**src/rtl/alu_sequencer.sv**
```systemverilog
// alu_sequencer: Wishbone pipelined bus master that shares an 8-bit ALU slave between
// two command requesters. Each command is (a, b, op). The command sequence is:
//   1. write a to address 0x00,
//   2. write b to address 0x01,
//   3. read address op,
//   4. return the result tagged with the requester id.
// Arbitration is round-robin, and only one command is in flight at a time.
//
// Parameters:
//   TIMEOUT_CYCLES  ack-less cycles before a command is aborted (watchdog builds only)
//   OUTST_W         width of the outstanding-transfer counter
//
// Ports:
//   i_clk, reset                   clock (rising edge), async active-low reset
//   i_reqN_valid / o_reqN_ready    command handshake for requester N (N = 0, 1)
//   i_reqN_a, i_reqN_b, i_reqN_op  operands and ALU read address
//   o_rsp_valid / i_rsp_ready      result handshake
//   o_rsp_data, o_rsp_id           result and the id of the requester that issued it
//   o_rsp_err                      command aborted
//   o_wb_stb, o_wb_we              bus strobe and write enable
//   o_wb_addr, o_wb_data           bus address and write data
//   i_wb_ack, i_wb_stall           slave acknowledge and stall
//   i_wb_data                      slave read data
//
// Optional feature: define ALU_SEQ_TIMEOUT_EN to enable the ack watchdog. A command whose
// watchdog expires completes with o_rsp_err=1 and o_rsp_data=0x00. Without the macro,
// o_rsp_err is tied to 0 and the sequencer waits for acks indefinitely.

module alu_sequencer #(
    parameter int unsigned TIMEOUT_CYCLES = 64,
    parameter int unsigned OUTST_W        = 4
) (
    input  logic       i_clk,
    input  logic       reset,
    input  logic       i_req0_valid,
    output logic       o_req0_ready,
    input  logic [7:0] i_req0_a,
    input  logic [7:0] i_req0_b,
    input  logic [7:0] i_req0_op,
    input  logic       i_req1_valid,
    output logic       o_req1_ready,
    input  logic [7:0] i_req1_a,
    input  logic [7:0] i_req1_b,
    input  logic [7:0] i_req1_op,
    output logic       o_rsp_valid,
    input  logic       i_rsp_ready,
    output logic [7:0] o_rsp_data,
    output logic       o_rsp_id,
    output logic       o_rsp_err,
    output logic       o_wb_stb,
    output logic       o_wb_we,
    output logic [7:0] o_wb_addr,
    output logic [7:0] o_wb_data,
    input  logic       i_wb_ack,
    input  logic       i_wb_stall,
    input  logic [7:0] i_wb_data
);

    typedef enum logic [2:0] {
        StIdle,
        StWrA,
        StWrB,
        StRd,
        StDrain,
        StResp
    } state_e;

    localparam logic [OUTST_W-1:0] OutstMax = {OUTST_W{1'b1}};
    localparam logic [OUTST_W-1:0] OutstOne = OUTST_W'(1);

    state_e             state_q;
    logic               last_grant_q;
    logic [7:0]         b_q;
    logic [7:0]         op_q;
    logic [OUTST_W-1:0] outst_q;
    logic [1:0]         ack_cnt_q;

    logic               grant_any;
    logic               grant_id;
    logic               busy;
    logic               issue;
    logic               ack_take;
    logic [OUTST_W-1:0] outst_d;
    logic               read_ack;
    logic               timeout;

    always_comb begin
        grant_any = i_req0_valid | i_req1_valid;
        // On contention the requester that did not win last time gets the grant.
        if (i_req0_valid && i_req1_valid) begin
            grant_id = ~last_grant_q;
        end else begin
            grant_id = i_req1_valid;
        end
        o_req0_ready = reset && (state_q == StIdle) && grant_any && !grant_id;
        o_req1_ready = reset && (state_q == StIdle) && grant_any && grant_id;

        busy  = state_q inside {StWrA, StWrB, StRd, StDrain};
        issue = o_wb_stb && !i_wb_stall;
        // Surplus acks (counter already empty) are discarded rather than wrapping the count.
        ack_take = i_wb_ack && ((outst_q != '0) || issue);
        outst_d  = outst_q;
        if (issue && !ack_take) begin
            outst_d = outst_q + OutstOne;
        end else if (!issue && ack_take) begin
            outst_d = outst_q - OutstOne;
        end

        // The two write acks come first, so the third ack of the command answers the read.
        read_ack = (state_q == StRd) && i_wb_ack && (ack_cnt_q == 2'd2);
    end

`ifdef ALU_SEQ_TIMEOUT_EN
    localparam int unsigned WdW    = $clog2(TIMEOUT_CYCLES + 1);
    localparam logic [WdW-1:0] WdLast = WdW'(TIMEOUT_CYCLES - 1);

    logic [WdW-1:0] wd_q;
    logic           err_q;

    assign timeout   = busy && !i_wb_ack && (wd_q == WdLast);
    assign o_rsp_err = err_q;

    always_ff @(posedge i_clk or negedge reset) begin
        if (!reset) begin
            wd_q  <= '0;
            err_q <= 1'b0;
        end else begin
            if (!busy || i_wb_ack || timeout) begin
                wd_q <= '0;
            end else begin
                wd_q <= wd_q + WdW'(1);
            end
            if (timeout) begin
                err_q <= 1'b1;
            end else if (state_q == StResp && i_rsp_ready) begin
                err_q <= 1'b0;
            end
        end
    end
`else
    assign timeout   = 1'b0;
    assign o_rsp_err = 1'b0;
`endif

    always_ff @(posedge i_clk or negedge reset) begin
        if (!reset) begin
            state_q      <= StIdle;
            last_grant_q <= 1'b1;
            b_q          <= '0;
            op_q         <= '0;
            outst_q      <= '0;
            ack_cnt_q    <= '0;
            o_wb_stb     <= 1'b0;
            o_wb_we      <= 1'b0;
            o_wb_addr    <= '0;
            o_wb_data    <= '0;
            o_rsp_valid  <= 1'b0;
            o_rsp_data   <= '0;
            o_rsp_id     <= 1'b0;
        end else begin
            if (busy) begin
                outst_q <= outst_d;
                if (i_wb_ack && ack_cnt_q != 2'd3) begin
                    ack_cnt_q <= ack_cnt_q + 2'd1;
                end
            end

            unique case (state_q)
                StIdle: begin
                    if (grant_any) begin
                        last_grant_q <= grant_id;
                        o_rsp_id     <= grant_id;
                        b_q          <= grant_id ? i_req1_b : i_req0_b;
                        op_q         <= grant_id ? i_req1_op : i_req0_op;
                        outst_q      <= '0;
                        ack_cnt_q    <= '0;
                        o_wb_stb     <= 1'b1;
                        o_wb_we      <= 1'b1;
                        o_wb_addr    <= 8'h00;
                        o_wb_data    <= grant_id ? i_req1_a : i_req0_a;
                        state_q      <= StWrA;
                    end
                end
                StWrA: begin
                    if (!i_wb_stall) begin
                        o_wb_addr <= 8'h01;
                        o_wb_data <= b_q;
                        state_q   <= StWrB;
                    end
                end
                StWrB: begin
                    if (!i_wb_stall) begin
                        o_wb_we   <= 1'b0;
                        o_wb_addr <= op_q;
                        o_wb_data <= 8'h00;
                        state_q   <= StRd;
                    end
                end
                StRd: begin
                    if (read_ack) begin
                        o_rsp_data <= i_wb_data;
                        o_wb_stb   <= 1'b0;
                        state_q    <= StDrain;
                    end else begin
                        // Keep re-issuing the read so slave data stays valid on the ack
                        // cycle, but back off while the outstanding counter is full.
                        o_wb_stb <= (outst_d != OutstMax);
                    end
                end
                StDrain: begin
                    if (outst_q == '0 || (outst_q == OutstOne && i_wb_ack)) begin
                        o_rsp_valid <= 1'b1;
                        state_q     <= StResp;
                    end
                end
                StResp: begin
                    if (i_rsp_ready) begin
                        o_rsp_valid <= 1'b0;
                        state_q     <= StIdle;
                    end
                end
                default: state_q <= StIdle;
            endcase

            if (timeout) begin
                o_wb_stb    <= 1'b0;
                o_wb_we     <= 1'b0;
                outst_q     <= '0;
                o_rsp_data  <= 8'h00;
                o_rsp_valid <= 1'b1;
                state_q     <= StResp;
            end
        end
    end

endmodule
```
**config.mk**
```make
export PLATFORM = sky130hd
export DESIGN_NAME = alu_sequencer
export DESIGN_NICKNAME = d
export VERILOG_FILES = /design/src/rtl/alu_sequencer.sv
export SDC_FILE = /design/constraint.sdc
export NUM_CORES = 1
export LEC_CHECK = 0
export ABC_AREA = 1
export CAP_MARGIN = 20
export CORE_MARGIN = 4
export CORE_UTILIZATION = 46
export DETAILED_ROUTE_END_ITERATION = 8
export GPL_TIMING_DRIVEN = 0
export PLACE_DENSITY = 0.8
export SETUP_SLACK_MARGIN = 0.02
export SLEW_MARGIN = 15
export SYNTH_ARGS = -nofsm -noshare
export SYNTH_HDL_FRONTEND = slang
export SYNTH_SLANG_ARGS = --single-unit
```
**constraint.sdc**
```tcl
create_clock -name i_clk -period 1.61 [get_ports i_clk]
set_input_delay 0.2415 -clock i_clk [delete_from_list [all_inputs] [get_ports i_clk]]
set_output_delay 0.2415 -clock i_clk [all_outputs]
set_load 0.02 [all_outputs]
```
; After elaboration in Yosys (flattened, before gate mapping)
; Cells that the tools add are included.
[word_totals]
elab_cells = 103
input_bits = 63
mem_bits_ro = 0
reg_bits = 54
ram_bits = 0
out_inout_bits = 31
memories = 0
latch_bits = 0
[classes]
addsub = 3
n_bitwise = 2
muxes = 36
n_reduce_logical = 34
shift = 0
magnitude_cmp = 0
n_eq_ne = 15
mul = 0
n_div = 0
[op_table]
columns = op, n
row1 = $mux W8, 9
row2 = $pmux W8 S3, 2
row3 = $mux W4, 5
row4 = $mux W3, 6
row5 = $pmux W3 S6, 1
row6 = $logic_and A1 B1 Y1, 13
row7 = $ne A2 B2 Y1 const B, 6
row8 = $mux W2, 4
row9 = $reduce_bool A4 Y1, 2
row10 = $eq A3 B2 Y1 const B, 2
row11 = $eq A3 B3 Y1 const B, 2
row12 = $mux W1, 6
row13 = $pmux W1 S2, 3
row14 = $reduce_and A2 Y1, 3
row15 = $reduce_and A3 Y1, 2
row16 = $reduce_and A6 Y1, 1
row17 = $reduce_bool A2 Y1, 3
row18 = $add A4 B1 Y4 const B, 1
row19 = $eq A4 B1 Y1 const B, 1
row20 = $logic_not A1 Y1, 4
row21 = $logic_not A4 Y1, 1
row22 = $ne A4 B4 Y1 const B, 1
row23 = $reduce_and A4 Y1, 1
row24 = $sub A4 B1 Y4 const B, 1
row25 = 9 further kinds, 10

; Longest topological paths before layout
[depth]
ltp_word = 10
mapped_depth = 12
mapped_depth_nobuf = 12

; Worst setup path after synthesis
; No wires, ideal clock.
[synth_path]
path_kind = reg-to-output
startpoint = register last_grant_q
endpoint = output o_req0_ready
n_path_buf = 1
path_stages_with_launch = 6
arrival_ns = 1.487
slack_ns = -0.118
required_time_ns = 1.368
path_cell_list = dfstp_2 > nand2_1 > nand2_1 > inv_1 > clkbuf_1 > nor3_1
[synth_via]
elab_chain_len = 4
[synth_lines]
columns = element, line_no
row1 = from (decl), 72  ; logic last_grant_q;
row2 = from (signal assigned), 171  ; last_grant_q <= grant_id;
row3 = $not A1 Y1, 91  ; grant_id = ~last_grant_q;
row4 = $mux W1, 90  ; if (i_req0_valid && i_req1_valid) begin
row5 = $logic_not A1 Y1, 95  ; o_req0_ready = reset && (state_q == StIdle) && grant_any && !grant_id;
row6 = $logic_and A1 B1 Y1, 95
row7 = to (decl), 36  ; output logic o_req0_ready,
; No other way between the ends.

; Worst setup path in the final report
[layout_path]
startpoint = register state_q[2]
endpoint = output o_req1_ready
[layout_via]
elab_chain_len = 4
[layout_lines]
columns = element, line_no
row1 = from (decl), 71  ; state_e state_q;
row2 = from (signal assigned), 147  ; state_q <= StIdle;
row3 = from (signal assigned), 181  ; state_q <= StWrA;
row4 = from (signal assigned), 188  ; state_q <= StWrB;
row5 = $logic_not A3 Y1, 96  ; o_req1_ready = reset && (state_q == StIdle) && grant_any && grant_id;
row6 = $logic_and A1 B1 Y1 (3 in series), 96
row7 = to (decl), 41  ; output logic o_req1_ready,
; No other way between the ends.

==> results_dict.tcl <==
set metrics [dict create \
    layout-drive-gt1-share_pct 23.3 \
    grt_use_total_pct 24.2 \
    yosys.cell_count.top_type "nand2_1" \
    die_w_um 86.3 \
    synth_cells 354 \
    total_power_mw 9.36 \
    grt_pass1_wl_um 14200 \
    synthDistinctLibCells 31 \
    cts_made_buffers 5 \
    rows 28 \
    critPathTopFamily "simple AND/OR/NAND/NOR gates" \
    io-pin-count 94 \
    clock_path_buffers 2 \
    critPathLaunchType "register" \
    final_core_util_pct 76.7 \
    critPathArrivalTime_ns 1.57 \
    r2r_start "state_q[2]" \
    period_share_pct 112 \
    violations "hold timing, setup timing" \
    tightest_slew_ns 0.683 \
    layout.nets 554 \
    wl_met2_um 4760 \
    wl_met3_um 628 \
    ir_worst_vdd_mv 1.03 \
    holdWs_ns -0.0426 \
    path_depth 5 \
    cp_max_fo 4 \
    rsz0062_at_grt "yes" \
    drcViolationCount 0 \
    first_global_vias 2887 \
    worst_slack_ns -0.198 \
    async_flop_share_pct 100 \
    synthTopCellsByCount "nand2_1 (103), dfrtp_1 (53), nor2_1 (37), o21ai_0 (36), inv_1 (34)" \
    worst_path_max_delay_cell "dfrtp_1" \
    setup_viol 47 \
    clk_pin_slew_worst_paths_ns 0.09 \
    m1WireLength_um 3870 \
    viasPerCell 5.44 \
    routedWlPerCell_um 17.3 \
    gp_congestion 0.866 \
    hold_viol 53 \
    yosysWarnings 0 \
    netlist.area_leader.share_pct 47.0 \
    path_class "reg -> out" \
    final_cells 561 \
    wl_um 9720 \
    cts_sinks 54 \
    coreArea_um2 5920 \
    ys.flop_type "dfrtp_1" \
    path_buf_inv 2 \
    startpoint "state_q[2]" \
    post-place-ws_ns -1.09 \
    pwr_density_cell_nw_per_um2 2060 \
    fin_crit_ns 1.81 \
    hp-class "in -> async" \
    n_antenna_cell 0 \
    ys_seq_area_share_pct 48.0 \
    vias 3052 \
    synth_top_area_cell "dfrtp_1" \
    clock.fmax_ghz 0.553 \
    start_util_pct 47.6 \
    synth_fp_nets 422 \
    cp_cell_sequence "buf_6 -> nor3_4 -> nand2_2 -> nor2_1 -> buf_4" \
    globalRouteOverflowTotal 0 \
    top_layer "met4" \
    fp.dieH_um 86.3 \
    r2r_setup_slack_ns -0.15 \
    endpoint_kind "output pin" \
    r2r_end "state_q[1]" \
    dp_hpwl_um 5750 \
    clk_latency_ns 0.31 \
    cp-endpoint "o_req1_ready" \
    ant_nets 0 \
    maxSlewHeadroom_pct 54.5 \
    dp_cells 521 \
    antenna_found_initial 0 \
    ys_ff_latch 54 \
    first_iter_violations 229 \
    synth.area.top_cells "dfrtp_1 (47%), nand2_1 (14%), o21ai_0 (6.4%)" \
    dieArea_um2 7450 \
    required_ns 1.37 \
    synth_edf_count 0 \
    cts_root_buffer "clkbuf_8" \
    grt_max_degree 56 \
    avgSynthCellArea_um2 7.97 \
    h-tree-depth 2 \
    cts_tree "built" \
    cap_violations 0 \
    finalClockSkew_ns 0.00301 \
    slew_violations 0 \
    synth_area_um2 2820 \
    p_leak_nw 2.17 \
    area_delta_synth_final_pct 61.0 \
    critPathMaxStageDelay_ns 0.38 \
    outcome "complete, but fails checks" \
    reg2reg_depth 11 \
    dr.pass1.iters 5 \
    portBuffers 92 \
]
==> worst min-delay path by stage <==
stage,end,slack (ns),startpoint
4_1_cts,o_rsp_data[5],-0.01,reset
6_report,o_rsp_data[6],-0.04,reset
3_5_place_dp,o_rsp_data[5],0.33,reset
3_3_place_gp,last_grant_q,0.45,last_grant_q
2_1_floorplan,ack_cnt_q[0],-0.05,reset
5_1_grt,o_rsp_data[5],0.02,reset
==> state kept, by name, indices dropped and copies added, names as in the netlist <==
signal / count
o_rsp_id: 1
o_rsp_valid: 1
last_grant_q: 1
op_q: 8
o_rsp_data: 8
outst_q: 4
o_wb_we: 1
state_q: 3
o_wb_addr: 8
ack_cnt_q: 2
b_q: 8
o_wb_stb: 1
o_wb_data: 8
==> cell families (layout without fill, tap and decap cells) <==
kind of cell	after synthesis	after routing	share of synthesized area (%)
other cells	1	1	0.133
compound gates	79	79	16.1
fa+ha+maj	5	5	2.22
xor+xnor	1	1	0.311
simple gates	162	162	25.3
buf+inv	52	184	7.99
flops	54	54	48.0
==> final cells by class <==
class	count	area, µm²
Multi-Input combinational cell	248	1420
Fill cell	368	1380
Sequential cell	54	1360
Timing Repair Buffer	126	1260
Inverter	40	184
Buffer	11	120
Tap cell	75	93.8
Clock buffer	6	82.6
Clock inverter	1	30.0
==> layer usage <==
layer  GRT usage, %  vias to the layer above
met4           8.64                        0
met3           4.28                       40
met1           31.0                     1441
met5              0                        -
met2           41.3                      146
li1               -                     1425
==> report_power, final <==
group	internal, mW	total (mW)	switching [mW]
clock network	0.498	0.940	0.442
logic	2.65	5.98	3.33
registers	2.02	2.44	0.420
==> placed cells by master, fill, tap and decap left out, types with 3 or more instances in the layout <==
master           count
inv_2                4
dlygate4sd2_1        3
buf_6               14
clkbuf_8             6
buf_4               24
o21ai_2             10
dlymetal6s2s_1       5
o22ai_1             21
o31ai_1              4
nand2_2             12
nand3_1              9
inv_1               30
o21ai_0             11
buf_8                4
nor2_4               3
o21ai_1             15
nand2_4              5
nor2_1              35
clkdlybuf4s50_1     81
nor3_4               3
dfrtp_1             51
nand2_1             88
a21oi_1              7
ha_1                 4
==> timing repair <==
action	in CTS	in global routing
endpoints found under the hold margin	33	0
cloned	2	2
setup buffers	22	9
pin swaps	10	25
gates resized for setup	76	66
setup endpoints to repair	33	48
==> per-stage QoR <==
| stage | area, µm² | TNS (ns) |
|---|---|---|
| 4_1_cts | 4270 | -3.28 |
| 6_report | 4540 | -4.78 |
| 3_3_place_gp | 3840 | -83.55 |
| 2_1_floorplan | 2830 | 0 |
| 5_1_grt | 4540 | -8.87 |
| 3_5_place_dp | 3840 | -11.82 |
Power figures use the tool's default switching activity.
==> variant: new RTL, same settings <==
Change the parameter `OUTST_W` from 4 to 3.
--- a/src/rtl/alu_sequencer.sv
+++ b/src/rtl/alu_sequencer.sv
@@ -29,5 +29,5 @@
 module alu_sequencer #(
     parameter int unsigned TIMEOUT_CYCLES = 64,
-    parameter int unsigned OUTST_W        = 4
+    parameter int unsigned OUTST_W        = 3
 ) (
     input  logic       i_clk,
Function: changed (a bounded check fails within 10 cycles, from zero or initial values and one cycle with reset low).
==> variant against the unedited design <==
The flow still finishes with violations (hold timing, setup timing); worst setup slack better by 0.012 ns; routed wire length down 20%; area after synthesis about the same; sequential cell count down 1; core utilization shrank 6.0 points; power is 15% lower; non-clock buffer count decreased by 18; critical path depth up 2; synthesized cell count down 3.1%; design area down 7.8%; critical endpoint is now o_req0_ready; highest routed layer unchanged.
==> variant: results (changes against the unedited design) <==
stage,metric,value,unit,change
global_routing,first-pass GRT wire length,12500,um,-12%
timing,final setup fails,3,,-94%
timing,setup TNS,-0.311,ns,+4.47 ns
final_layout,Signal buffers,119,,-13%
final_layout,multi-input logic area,1310,sq um,-7.6%
final_layout,Layout Nets,527,,-4.9%
setup_path,CP peak stage delay,0.43,ns,+0.05 ns
synth,top post-synthesis cells by area,"dfrtp_1 (46%), nand2_1 (12%), o21ai_0 (7.1%)",,
global_routing,GRT Util Overall,21.0,%,-3.2 points
synth,synth unique cells,34,,+9.7%
timing,Final WS setup,-0.187,ns,+0.0117 ns
outcome,failing checks,"hold timing, setup timing",,
synth,sequential share of the synthesized area,47.1,%,-0.87 points
global_routing,vias in the first global route,2765,,-4.2%
timing,hold_ws,-0.0332,ns,+0.00941 ns
power_and_ir_drop,Net Switching,3.44,mW,-18%
clocking,Clock Sinks,53,,-1.9%
timing,Final Hold Viols,52,,-1.9%
outcome,status,"complete, but fails checks",,
placement,DP HPWL,5470,um,-4.9%
power_and_ir_drop,Peak VDD IR,0.00109,V,+6.1%
power_and_ir_drop,LEAKAGE,2.10,nW,-3.4%
power_and_ir_drop,Comb. pwr,4.64,mW,-22%
setup_path,CP top delay family,flip-flops,,
final_layout,non-clock buffer area fraction after layout,27.9,%,-2.4 points
placement,Post-Place Cells,510,,-2.1%
## variant: kinds of logic (layout without fill, tap and decap cells)
kind of cell / count (synthesis) / in the layout
AO/OA/AOI/OAI: 68 / 68
adder cells (fa/ha/maj): 6 / 6
buffers and inverters: 48 / 164
flip-flops: 53 / 53
other: 1 / 1
AND/OR/NAND/NOR: 167 / 167
## variant: final timing paths
path | end | slack, ns | depth (start not counted)
setup / recovery | o_req0_ready | -0.19 | 7
hold / removal | o_rsp_data[7]$_DFFE_PN0P_ | -0.03 | 1
setup reg to reg | o_wb_data[3]$_DFFE_PN0P_ | -0.01 | 8
hold reg to reg | o_rsp_id$_DFFE_PN0P_ | 0.48 | 2
max in group asynchronous | state_q[0]$_DFFE_PN0P_ | 1.15 | 1
min in group i_clk | o_rsp_data[7]$_DFFE_PN0P_ | 0.47 | 3
